`src/rtl/riscv_pkg.sv`:
```
// Shared load/store definitions for the data-memory access stage:
// funct3 encodings, the access FSM states and the latched request record.
package riscv_pkg;

  localparam int MEM_XLEN = 32;

  localparam logic [2:0] F3_B  = 3'b000;
  localparam logic [2:0] F3_H  = 3'b001;
  localparam logic [2:0] F3_W  = 3'b010;
  localparam logic [2:0] F3_BU = 3'b100;
  localparam logic [2:0] F3_HU = 3'b101;

  typedef enum logic [1:0] {
    IDLE   = 2'd0,
    REQ    = 2'd1,
    WAIT_R = 2'd2,
    RESP   = 2'd3
  } mem_state_t;

  typedef struct packed {
    logic                is_load;
    logic [2:0]          funct3;
    logic [MEM_XLEN-1:0] addr;
    logic [MEM_XLEN-1:0] wdata;
    logic [3:0]          we;
    logic [4:0]          rd;
  } mem_req_t;

endpackage

```
`src/rtl/mem_access_stage_if.sv`:
```
// Data-memory bus: req/gnt address phase followed by an rvalid read-data phase.
interface mem_access_stage_if #(
  parameter int XLEN = 32
);
  logic            req;
  logic            gnt;
  logic [XLEN-1:0] addr;
  logic [3:0]      we;
  logic [XLEN-1:0] wdata;
  logic            rvalid;
  logic [XLEN-1:0] rdata;

  modport master (
    output req, addr, we, wdata,
    input  gnt, rvalid, rdata
  );

  modport slave (
    input  req, addr, we, wdata,
    output gnt, rvalid, rdata
  );
endinterface

```
`src/rtl/mem_access_stage_load_align.sv`:
```
// Picks the addressed byte/half out of a read word and sign- or zero-extends it.
module load_align
  import riscv_pkg::*;
#(
  parameter int XLEN = 32
) (
  input  logic [XLEN-1:0] rdata,
  input  logic [1:0]      addr_lo,
  input  logic [2:0]      funct3,
  output logic [XLEN-1:0] data
);

  logic [7:0]  byte_sel;
  logic [15:0] half_sel;

  always_comb begin
    byte_sel = rdata[{addr_lo, 3'b000} +: 8];
    half_sel = rdata[{addr_lo[1], 4'b0000} +: 16];
    data     = '0;
    case (funct3)
      F3_B:    data = {{(XLEN-8){byte_sel[7]}}, byte_sel};
      F3_BU:   data = {{(XLEN-8){1'b0}}, byte_sel};
      F3_H:    data = {{(XLEN-16){half_sel[15]}}, half_sel};
      F3_HU:   data = {{(XLEN-16){1'b0}}, half_sel};
      F3_W:    data = rdata;
      default: data = '0;
    endcase
  end

endmodule

```
`src/rtl/mem_access_stage.sv`:
```
// Load/store access stage: validates a request from execute, runs one bus
// transaction on the data-memory interface and returns a one-cycle writeback.
module mem_access_stage
  import riscv_pkg::*;
#(
  parameter int XLEN        = 32,
  parameter int TIMEOUT_CYC = 16
) (
  input  logic                 clk,
  input  logic                 rst_n,
  input  logic                 ex_valid,
  output logic                 ex_ready,
  input  logic                 ex_is_load,
  input  logic                 ex_is_store,
  input  logic [2:0]           ex_funct3,
  input  logic [XLEN-1:0]      ex_addr,
  input  logic [XLEN-1:0]      ex_wdata,
  input  logic [3:0]           ex_we,
  input  logic [4:0]           ex_rd,
  mem_access_stage_if.master   dmem,
  output logic                 wb_valid,
  output logic                 wb_we,
  output logic [4:0]           wb_rd,
  output logic [XLEN-1:0]      wb_data,
  output logic                 wb_err
);

  localparam int CNT_W = (TIMEOUT_CYC < 2) ? 1 : $clog2(TIMEOUT_CYC);

  mem_state_t      state_reg, state_next;
  mem_req_t        req_reg, req_next;
  logic [CNT_W-1:0] cnt_reg, cnt_next;
  logic            err_reg, err_next;
  logic [XLEN-1:0] data_reg, data_next;

  logic [XLEN-1:0] rep_byte, rep_half, store_data, load_data;
  logic            ld_bad, st_bad, check_fail, timeout_hit, ld_ok;

  genvar gi;
  generate
    for (gi = 0; gi < XLEN/8; gi++) begin : g_byte_lane
      assign rep_byte[gi*8 +: 8] = ex_wdata[7:0];
    end
    for (gi = 0; gi < XLEN/16; gi++) begin : g_half_lane
      assign rep_half[gi*16 +: 16] = ex_wdata[15:0];
    end
  endgenerate

  always_comb begin
    case (ex_funct3[1:0])
      2'b00:   store_data = rep_byte;
      2'b01:   store_data = rep_half;
      default: store_data = ex_wdata;
    endcase
  end

  // A request flagged as both load and store is treated as a load.
  always_comb begin
    ld_bad = (ex_funct3 == 3'b011) || (ex_funct3 == 3'b110) || (ex_funct3 == 3'b111) ||
             (((ex_funct3 == F3_H) || (ex_funct3 == F3_HU)) && ex_addr[0]) ||
             ((ex_funct3 == F3_W) && (ex_addr[1:0] != 2'b00));
    st_bad = (ex_we == 4'b0000);
    check_fail = ex_is_load ? ld_bad : st_bad;
  end

  assign timeout_hit = (TIMEOUT_CYC != 0) && (cnt_reg == CNT_W'(TIMEOUT_CYC - 1));

  load_align #(.XLEN(XLEN)) u_load_align (
    .rdata   (dmem.rdata),
    .addr_lo (req_reg.addr[1:0]),
    .funct3  (req_reg.funct3),
    .data    (load_data)
  );

  always_ff @(posedge clk or negedge rst_n) begin
    if (!rst_n) begin
      state_reg <= IDLE;
      req_reg   <= '0;
      cnt_reg   <= '0;
      err_reg   <= 1'b0;
      data_reg  <= '0;
    end else begin
      state_reg <= state_next;
      req_reg   <= req_next;
      cnt_reg   <= cnt_next;
      err_reg   <= err_next;
      data_reg  <= data_next;
    end
  end

  always_comb begin
    state_next = state_reg;
    req_next   = req_reg;
    cnt_next   = cnt_reg;
    err_next   = err_reg;
    data_next  = data_reg;
    case (state_reg)
      IDLE: begin
        if (ex_valid && (ex_is_load || ex_is_store)) begin
          req_next.is_load = ex_is_load;
          req_next.funct3  = ex_funct3;
          req_next.addr    = ex_addr;
          req_next.wdata   = ex_is_load ? '0 : store_data;
          req_next.we      = ex_is_load ? 4'b0000 : ex_we;
          req_next.rd      = ex_is_load ? ex_rd : 5'd0;
          err_next         = check_fail;
          data_next        = '0;
          cnt_next         = '0;
          state_next       = check_fail ? RESP : REQ;
        end
      end
      REQ: begin
        if (dmem.gnt) begin
          state_next = req_reg.is_load ? WAIT_R : RESP;
          cnt_next   = '0;
        end else if (timeout_hit) begin
          state_next = RESP;
          err_next   = 1'b1;
        end else begin
          cnt_next = cnt_reg + CNT_W'(1);
        end
      end
      WAIT_R: begin
        if (dmem.rvalid) begin
          data_next  = load_data;
          state_next = RESP;
        end else if (timeout_hit) begin
          state_next = RESP;
          err_next   = 1'b1;
        end else begin
          cnt_next = cnt_reg + CNT_W'(1);
        end
      end
      RESP:    state_next = IDLE;
      default: state_next = IDLE;
    endcase
  end

  assign ex_ready   = (state_reg == IDLE);
  assign dmem.req   = (state_reg == REQ);
  assign dmem.addr  = {req_reg.addr[XLEN-1:2], 2'b00};
  assign dmem.we    = (state_reg == REQ) ? req_reg.we : 4'b0000;
  assign dmem.wdata = req_reg.wdata;

  assign ld_ok    = (state_reg == RESP) && req_reg.is_load && !err_reg;
  assign wb_valid = (state_reg == RESP);
  assign wb_we    = ld_ok;
  assign wb_rd    = ld_ok ? req_reg.rd : 5'd0;
  assign wb_data  = ld_ok ? data_reg : '0;
  assign wb_err   = (state_reg == RESP) && err_reg;

endmodule

```
`src/flat_wrapper.sv`:
```
// flat-port wrapper written by rule: the top's interface ports become plain ports
module mem_access_stage_flat import riscv_pkg::*;
#(
  parameter int XLEN        = 32,
  parameter int TIMEOUT_CYC = 16
)
  (clk, rst_n, ex_valid, ex_ready, ex_is_load, ex_is_store, ex_funct3, ex_addr, ex_wdata, ex_we, ex_rd, wb_valid, wb_we, wb_rd, wb_data, wb_err, dmem_req, dmem_addr, dmem_we, dmem_wdata, dmem_gnt, dmem_rvalid, dmem_rdata);
  mem_access_stage_if #(.XLEN(XLEN)) dmem_i ();
  input  logic clk;
  input  logic rst_n;
  input  logic ex_valid;
  output logic ex_ready;
  input  logic ex_is_load;
  input  logic ex_is_store;
  input  logic [2:0] ex_funct3;
  input  logic [XLEN-1:0] ex_addr;
  input  logic [XLEN-1:0] ex_wdata;
  input  logic [3:0] ex_we;
  input  logic [4:0] ex_rd;
  output logic wb_valid;
  output logic wb_we;
  output logic [4:0] wb_rd;
  output logic [XLEN-1:0] wb_data;
  output logic wb_err;
  output wire logic [$bits(dmem_i.req)-1:0] dmem_req;
  output wire logic [$bits(dmem_i.addr)-1:0] dmem_addr;
  output wire logic [$bits(dmem_i.we)-1:0] dmem_we;
  output wire logic [$bits(dmem_i.wdata)-1:0] dmem_wdata;
  input wire logic [$bits(dmem_i.gnt)-1:0] dmem_gnt;
  input wire logic [$bits(dmem_i.rvalid)-1:0] dmem_rvalid;
  input wire logic [$bits(dmem_i.rdata)-1:0] dmem_rdata;
  assign dmem_req = dmem_i.req;
  assign dmem_addr = dmem_i.addr;
  assign dmem_we = dmem_i.we;
  assign dmem_wdata = dmem_i.wdata;
  assign dmem_i.gnt = dmem_gnt;
  assign dmem_i.rvalid = dmem_rvalid;
  assign dmem_i.rdata = dmem_rdata;
  mem_access_stage #(.XLEN(XLEN), .TIMEOUT_CYC(TIMEOUT_CYC)) u_core (.clk(clk), .rst_n(rst_n), .ex_valid(ex_valid), .ex_ready(ex_ready), .ex_is_load(ex_is_load), .ex_is_store(ex_is_store), .ex_funct3(ex_funct3), .ex_addr(ex_addr), .ex_wdata(ex_wdata), .ex_we(ex_we), .ex_rd(ex_rd), .dmem(dmem_i), .wb_valid(wb_valid), .wb_we(wb_we), .wb_rd(wb_rd), .wb_data(wb_data), .wb_err(wb_err));
endmodule
```
`config.mk`:
```
export PLATFORM = sky130hd
export DESIGN_NAME = mem_access_stage_flat
export DESIGN_NICKNAME = d
export VERILOG_FILES = /design/src/rtl/riscv_pkg.sv /design/src/rtl/mem_access_stage_if.sv /design/src/rtl/mem_access_stage_load_align.sv /design/src/rtl/mem_access_stage.sv /design/src/flat_wrapper.sv
export SDC_FILE = /design/constraint.sdc
export NUM_CORES = 1
export LEC_CHECK = 0
export CAP_MARGIN = 10
export CORE_ASPECT_RATIO = 0.6
export CORE_MARGIN = 2
export CORE_UTILIZATION = 49
export CTS_BUF_LIST = sky130_fd_sc_hd__clkbuf_4 sky130_fd_sc_hd__clkbuf_8 sky130_fd_sc_hd__clkbuf_16
export DETAILED_ROUTE_END_ITERATION = 10
export PLACE_DENSITY = 0.87
export SYNTH_ARGS = -nofsm -noshare
export SYNTH_HDL_FRONTEND = slang
export SYNTH_SLANG_ARGS = --single-unit
```
`constraint.sdc`:
```
create_clock -name clk -period 3.89 [get_ports clk]
set_clock_uncertainty 0.1 [all_clocks]
set_input_delay 0.9725 -clock clk [delete_from_list [all_inputs] [get_ports clk]]
set_output_delay 0.9725 -clock clk [all_outputs]
set_load 0.03 [all_outputs]
```
Word level (Yosys, flattened, before mapping)
Cells that the tools add are included.

Output and inout bits: 110. Input bits: 115. Flip-flop bits (word level): 116. Logic and storage cells: 85.

Equal/unequal tests: 19. Add/sub/neg operators: 1. Shifts and indexed selects: 2. Mux-type cells: 29. Reductions and logical operators: 24.

Operators with widths (count): $pmux 32 s5 (1); $mux 32 (4); $pmux 32 s2 (2); $shiftx 32x6->16 (1); $shiftx 32x6->8 (1); $mux 4 (6); $eq 3x3->1 const B (5); $pmux 4 s3 (1); $mux 2 (5); $mux 5 (2); $eq 3x2->1 const B (3); $pmux 2 s4 (1); $eq 3x1->1 const B (2); $logic_and 1x1->1 (6); $logic_or 1x1->1 (6); $mux 1 (6); $ne 2x2->1 const B (3); $reduce_and 3->1 (2); $add 4x1->4 const B (1); $eq 2x1->1 const B (2); $eq 2x2->1 const B (2); $eq 4x4->1 const B (1); $logic_not 2->1 (2); $logic_not 4->1 (1); 8 further kinds (9).

Depth between registers and ports, before layout
Gate-level depths: netlist (run 1).

Word-level depth: 9. Gate-level depth with buffers: 7. Gate-level depth less buffers: 6.

By module
From an unflattened synthesis (run 1), not the netlist that was laid out.

Cells, all modules: 694. Area total of the unflattened synthesis: 6620.1 um^2.

By module, submodules not included: mem_access_stage (area each 5834.3 um^2, cells each 585, times used 1, sequential area each 2902.8 um^2); load_align (area each 785.8 um^2, cells each 109, times used 1, sequential area each 0.0 um^2).

Least setup slack after synthesis (run 1)
No wires, ideal clock.

Path type: register -> output. Start: register u_core.state_reg[1]. End: output port wb_data[26]. Cell stages (with the launch flop): 5. Slack: 1044 ps. Data required time: 2818 ps. Arrival time: 1774 ps. Buffers on the path: 1. Path through: dfrtp_1 ha_1 and3b_1 clkbuf_1 and2_1.

Word-level cells in the longest chain between the ends: 4.

RTL lines: start, declared (line mem_access_stage.sv:30) `mem_state_t state_reg, state_next;`; start signal, assigned (line mem_access_stage.sv:83) `state_reg <= state_next;`; $eq 2x2->1; net wb_valid (line flat_wrapper.sv:20) `output logic wb_valid;`; $logic_and 1x1->1 (2 in a row) (line mem_access_stage.sv:145) `assign ld_ok = (state_reg == RESP) && req_reg.is_load && !err_reg;`; net wb_we (line flat_wrapper.sv:21) `output logic wb_we;`; $mux 32 (line mem_access_stage.sv:149) `assign wb_data = ld_ok ? data_reg : '0;`; end, declared (line flat_wrapper.sv:23) `output logic [XLEN-1:0] wb_data;`.

The timed path passes the listed nets, and every way through them passes these cells.

Worst setup path after layout (run 1)
Start: register u_core.state_reg[1]. End: output port wb_rd[4].

Word-level cells in the longest chain between the ends: 4.

RTL lines: $eq 2x2->1 (line mem_access_stage.sv:145); $logic_and 1x1->1 (2 in a row) (line mem_access_stage.sv:145); $mux 5 (line mem_access_stage.sv:148) `assign wb_rd = ld_ok ? req_reg.rd : 5'd0;`; end, declared (line flat_wrapper.sv:22) `output logic [4:0] wb_rd;`.

Every way passes these cells.

==> results of run 1 <==
layout make-up:
| cell class | count | area [sq um] | area share (%) |
|---|---|---|---|
| inverter | 3 | 11.3 | 0.129 |
| timing repair buffer | 232 | 2320 | 26.6 |
| sequential | 116 | 2900 | 33.3 |
| tap | 165 | 206 | 2.37 |
| clock buffer | 19 | 453 | 5.20 |
| clock inverter | 13 | 126 | 1.45 |
| multi-input combinational | 377 | 2700 | 31.0 |
layout by cell type, fill, tap and decap left out, types with 3 or more instances in the layout:
cell type        count
nor2_1              18
clkinv_4             5
a221o_1             16
ha_1                 7
nor3_1               4
o211ai_1            10
and2_1              43
nand3b_1             3
a21oi_1             19
clkinvlp_4           4
clkdlybuf4s50_1    221
mux2_2              44
clkbuf_16           17
inv_1                3
and3_1               3
dfrtp_1            116
mux2i_1             25
a22oi_1              7
buf_4                9
a32oi_1              6
o21ai_1              8
nand2_1             61
o21ai_0             24
nand2b_1            15
a221o_2              5
nor2b_1              6
o31ai_1             16
per-stage QoR:
stage	util (%)	setup WS [ps]	hold WS (ps)	total power, mW
2_1_floorplan	-	1040	342	4.22
3_3_place_gp	66.4	907	361	4.87
3_5_place_dp	66.4	744	366	5.01
4_1_cts	71.1	314	376	6.53
5_1_grt	71.1	180	397	6.85
6_report	71.1	310	379	6.51
kinds of logic after synthesis:
group,Yosys count,synth area share (%)
adder cells (fa/ha/maj),7,1.40
flip-flops,116,46.3
AND/OR/NAND/NOR,166,13.7
AO/OA/AOI/OAI,132,15.3
other,1,0.0598
buffers and inverters,106,10.9
multiplexers,70,12.3
power by group through the flow:
| stage | Combinational (mW) | Sequential (mW) | Clock [mW] |
|---|---|---|---|
| after detailed placement | 2.94 | 2.06 | 0 |
| after floorplan | 2.32 | 1.89 | 0 |
| after global routing | 3.15 | 2.12 | 1.58 |
| after CTS | 2.96 | 2.05 | 1.52 |
| after global placement | 2.85 | 2.02 | 0 |
| final | 2.96 | 2.05 | 1.50 |
worst max path at each step:
stage                          end  slack, ps  depth (start not counted)           startpoint
2_1_floorplan          wb_data[26]       1040                          4  u_core.state_reg[1]
3_3_place_gp   u_core.data_reg[12]        910                          5           ex_is_load
3_5_place_dp              wb_rd[4]        740                          5  u_core.state_reg[1]
4_1_cts                   wb_rd[4]        310                          5  u_core.state_reg[1]
5_1_grt                   wb_rd[4]        180                          5  u_core.state_reg[1]
6_report                  wb_rd[4]        310                          5  u_core.state_reg[1]
tightest hold or removal path: stages, from the launching register on:
cell	delay, ps
dfrtp_1	340
nand2_1	40
o21ai_0	60
metal layers:
metal / share of wire (%) / up-vias / GRT usage (%)
met5: 0 / - / 0
met4: 1.2 / 0 / 6.84
met3: 8.1 / 16 / 7.11
met2: 47 / 208 / 41.4
met1: 44 / 2528 / 36.3
li1: - / 2357 / -
==> key figures, run 1 <==
Run status
  • Status: finished, final reports clean

Setup path
  • Reg-to-reg startpoint: u_core.state_reg[1]
  • Worst endpoint required time: 2820 ps
  • R2r setup slk: 1430 ps
  • Reg2reg end: u_core.data_reg[13]
  • Worst Setup Start Kind: flop
  • CP endpoint kind: primary output
  • Buf+Inv Stages, Crit Path: 2
  • CP Cell Sequence: ha_1 -> and3b_1 -> buf_4 -> and2_1 -> clkdlybuf4s50_1
  • Kind of critical path: reg2out
  • CP max stage delay: 670 ps
  • Worst-path maximum fanout: 34
  • Cells on worst reg2reg path: 6
  • WP data arrival: 2510 ps
  • CP top delay family: buffers and inverters
  • Crit-path slowest cell: clkdlybuf4s50_1

Power
  • Clock share of power: 23.0%
  • Pwr/cell area: 746 nW/um^2
  • Sw frac: 39.6%
  • Sequential power share: 31.6%
  • Leak: 3.69 nW
  • Internal power: 3.93 mW
  • Switch Pwr: 2.58 mW
  • VDD IR max: 0.000468 V
  • Logic pwr share: 45.5%

Global route
  • Gr usage total: 26.4%
  • Largest net degree at the start of global routing: 60
  • Global-route wire length before repair: 28.1 mm
  • Initial antenna violation count: 0
  • Number of global-route vias before repair: 5215
  • Remaining global-route overflow: 0

Die
  • # IOs: 225
  • Die W: 150 um
  • Die Y: 91.6 um
  • Row cnt: 31
  • Core Area: 12300 sq um
  • Die area: 13700 sq um
  • Initial Util: 51.1%

Placed design
  • Post-Place Cells: 893
  • Placed Area: 8140 sq um
  • Port Buf Inserts: 222
  • Placer congestion estimate: 0.951
  • Hpwl dp: 13.5 mm

Yosys
  • Distinct cells, synth: 57
  • FFs w/ async S/R, synth: 100%
  • Most numerous cell in the Yosys netlist: dfrtp_1
  • Top FF cell, synth: dfrtp_1
  • Post-synth EDFFs: 0
  • Post-synth top cells: 116 x dfrtp_1, 66 x buf_4, 62 x nand2_1, 44 x mux2_2, 43 x and2_1
  • Post-synthesis sequential area ratio: 46.3%
  • FF+latch count, synth: 116
  • Yosys top cell area share: 46.3%
  • Leading post-synthesis cells by cell area: dfrtp_1 46%, buf_4 7.9%, mux2_2 7.9%, and2_1 4.3%, mux2i_1 4.0%
  • Area leader, netlist: dfrtp_1
  • Avg Synthesized Cell Area: 10.5 sq um
  • Gate Count Post-Synth: 598
  • Cell Area, Synth: 6270 sq um
  • Ys Warns: 0

Job
  • Max-cap violations: 0

STA
  • Slew headroom: 48.2%
  • Final period util: 92.0%
  • Fmax: 279 MHz
  • Hold Vio Cnt, Final: 0
  • Tightest Pin Transition: 776 ps
  • RSZ-0062 raised after global routing: no
  • Tmin final: 3580 ps
  • Setup TNS Final: 0 ps
  • Final Max Slew Viols: 0
  • # setup viols final: 0

Routing
  • Drt first pass iters: 5
  • Via density: 5.52
  • Final ANT Viol Nets: 0
  • Starting DRT DRC Count: 437
  • DR DRC count: 0
  • Drt total wl: 17.7 mm
  • Wire per inst: 19.1 um
  • Vias: 5109

Clock network
  • Clk buf depth: 2
  • Clock slew at reported path FFs: 50 ps
  • Worst-Skew Late Latency: 400 ps
  • H-tree Lvls: 4
  • Num CTS Buffers: 17
  • Post_cts resized: 0
  • Root cell of the clock tree: clkbuf_16
  • Hold Buf Count CTS: 0
  • CTS tree: yes
  • Setup Buffers After CTS: 0
  • Clock sinks: 116

Min path
  • Type of the worst min-delay path: reg2reg
  • Hold Path Origin: u_core.req_reg[0]
  • Hold Path Depth: 2
  • Hold Path End: u_core.req_reg[0]

Cells and area
  • Post-Layout Inst Area: 8720 sq um
  • Fillers: 898
  • Area grow syn2layout: 39.1%
  • Final #Nets: 869
  • Finished Layout Cells: 925
  • Layout cells sized above 1: 13.6%
  • N_diodes: 0
Power figures use the tool's default switching activity.
==> run 2: changes to the inputs <==
--- a/config.mk
+++ b/config.mk
@@ -6,11 +6,12 @@
 export NUM_CORES = 1
 export LEC_CHECK = 0
 export CAP_MARGIN = 10
-export CORE_ASPECT_RATIO = 0.6
+export CORE_ASPECT_RATIO = 0.8
 export CORE_MARGIN = 2
 export CORE_UTILIZATION = 49
 export CTS_BUF_LIST = sky130_fd_sc_hd__clkbuf_4 sky130_fd_sc_hd__clkbuf_8 sky130_fd_sc_hd__clkbuf_16
 export DETAILED_ROUTE_END_ITERATION = 10
+export HOLD_SLACK_MARGIN = 0.02
 export PLACE_DENSITY = 0.87
 export SYNTH_ARGS = -nofsm -noshare
 export SYNTH_HDL_FRONTEND = slang
==> run 2 against run 1 <==
Compared with the run above:
- die area fell by 0.17%
- hold slack worse by 4.1 ps
- count of clock-buffer cells in the layout increased by 4
- total power increased by 2.8%
- utilization increased by 0.20 points
- clock power up 14%
- sequential share of layout area fell by 0.32 points
- cell count rose by 0.76%
- critical endpoint is now wb_data[21]
- largest power group unchanged
- highest routed layer unchanged
==> key figures, run 2 (synthesized netlist as in run 1, its figures left out) <==
Die
  • Die Y: 105 um
  • # IOs: 225
  • Die area: 13700 sq um
  • Row cnt: 36
  • Die W: 130 um
  • Core Area: 12300 sq um
  • Initial Util: 50.8%

Min path
  • Hold Path Depth: 2
  • Type of the worst min-delay path: reg2reg
  • Hold Path Origin: u_core.req_reg[3]
  • Hold Path End: u_core.req_reg[3]

Cells and area
  • Fillers: 878
  • N_diodes: 0
  • Area grow syn2layout: 40.4%
  • Final #Nets: 870
  • Commonest non-fill, non-tap cell in the layout: clkdlybuf4s50_1
  • Most frequent cells in the layout: 221 x clkdlybuf4s50_1, 116 x dfrtp_1, 61 x nand2_1
  • Layout cells sized above 1: 13.7%

Routing
  • Vias: 5194
  • Drt first pass iters: 5
  • Final ANT Viol Nets: 0
  • Drt total wl: 17.7 mm
  • Starting DRT DRC Count: 417
  • Via density: 5.57
  • Wire per inst: 19.0 um
  • DR DRC count: 0

STA
  • Fmax: 285 MHz
  • # setup viols final: 0
  • RSZ-0062 raised after global routing: no
  • Final Max Slew Viols: 0
  • Final period util: 90.3%
  • Tmin final: 3510 ps
  • Setup TNS Final: 0 ps
  • Worst hold slack: 375 ps
  • Slew headroom: 46.7%
  • Tightest Pin Transition: 800 ps
  • Hold Vio Cnt, Final: 0

Global route
  • Global-route wire length before repair: 27.6 mm
  • Largest net degree at the start of global routing: 63
  • Number of global-route vias before repair: 5273
  • Initial antenna violation count: 0
  • Remaining global-route overflow: 0
  • Gr usage total: 26.1%

Setup path
  • CP endpoint kind: primary output
  • Kind of critical path: reg2out
  • Reg-to-reg startpoint: u_core.state_reg[0]
  • R2r setup slk: 1510 ps
  • Reg2reg end: u_core.data_reg[9]
  • Worst Setup Start Kind: flop
  • Worst endpoint required time: 2820 ps
  • WP data arrival: 2440 ps
  • Cells on worst reg2reg path: 7
  • Worst-path maximum fanout: 38

Clock network
  • Clk buf depth: 2
  • Num CTS Buffers: 17
  • Hold Buf Count CTS: 0
  • Clock slew at reported path FFs: 50 ps
  • CTS tree: yes
  • Clock sinks: 116
  • Root cell of the clock tree: clkbuf_16
  • Post_cts resized: 0
  • H-tree Lvls: 4
  • Setup Buffers After CTS: 0
  • Worst-Skew Late Latency: 410 ps

Placed design
  • Port Buf Inserts: 222
  • Placer congestion estimate: 0.848
  • Hpwl dp: 12.6 mm

Run status
  • Status: finished, final reports clean

Power
  • Pwr/cell area: 760 nW/um^2
  • Leak: 3.75 nW
  • VDD IR max: 0.000443 V

Job
  • Max-cap violations: 0
-- run 2: cell types whose count changed in the layout (fill, tap and decap cells not counted) --
cell | previous run | this run
buf_4 | 9 | 10
bufinv_16 | 1 | 4
clkinvlp_4 | 4 | 1
clkbuf_8 | 2 | 5
inv_6 | 2 | 0
clkinv_4 | 5 | 0
clkinv_2 | 1 | 4
clkbuf_4 | 0 | 1
-- run 2: metrics by stage --
step	power (mW)	instances	setup WS, ps	instance area (sq um)	utilization (%)
floorplan	4.22	599	1040	6270	-
global placement	4.87	900	863	8150	66.1
detailed placement	4.97	900	835	8150	66.1
CTS	6.70	932	387	8800	71.3
global route	7.02	932	258	8800	71.3
finish	6.69	932	378	8800	71.3
-- run 2: routing by layer --
metal | vias to the layer above | part of all wire, % | global-route usage, %
met2 | 276 | 46 | 40.8
met4 | 0 | 2.2 | 9.35
met3 | 43 | 9.7 | 9.06
met5 | - | 0 | 0
met1 | 2514 | 42 | 33.7
li1 | 2361 | - | -
-- run 2: layout make-up --
cell class                 count  area [sq um]  share of cell area [%]
multi-input combinational    377          2700                    30.7
inverter                       3          11.3                   0.128
clock inverter                 9           148                    1.68
sequential                   116          2900                    33.0
clock buffer                  23           502                    5.70
tap                          171           214                    2.43
timing repair buffer         233          2330                    26.4
-- run 2: power by group --
part	total, mW	switching (mW)	internal (mW)
Clock	1.71	0.547	1.16
Combinational	2.93	1.61	1.32
Sequential	2.06	0.361	1.70
-- run 2: worst max-delay path by stage --
stage                         from  slack (ps)  cells after the start          end
3_3_place_gp   u_core.state_reg[1]         860                      5  wb_data[23]
2_1_floorplan  u_core.state_reg[1]        1040                      4  wb_data[26]
4_1_cts        u_core.state_reg[1]         390                      5  wb_data[21]
6_report       u_core.state_reg[1]         380                      5  wb_data[21]
3_5_place_dp   u_core.state_reg[1]         840                      5  wb_data[21]
5_1_grt        u_core.state_reg[0]         260                      5  wb_data[21]
-- run 2: critical path: stages, from the launching register on --
cell and delay (ps):
dfrtp_1 440, ha_1 220, and3b_1 160, buf_4 290, and2_1 210, clkdlybuf4s50_1 680
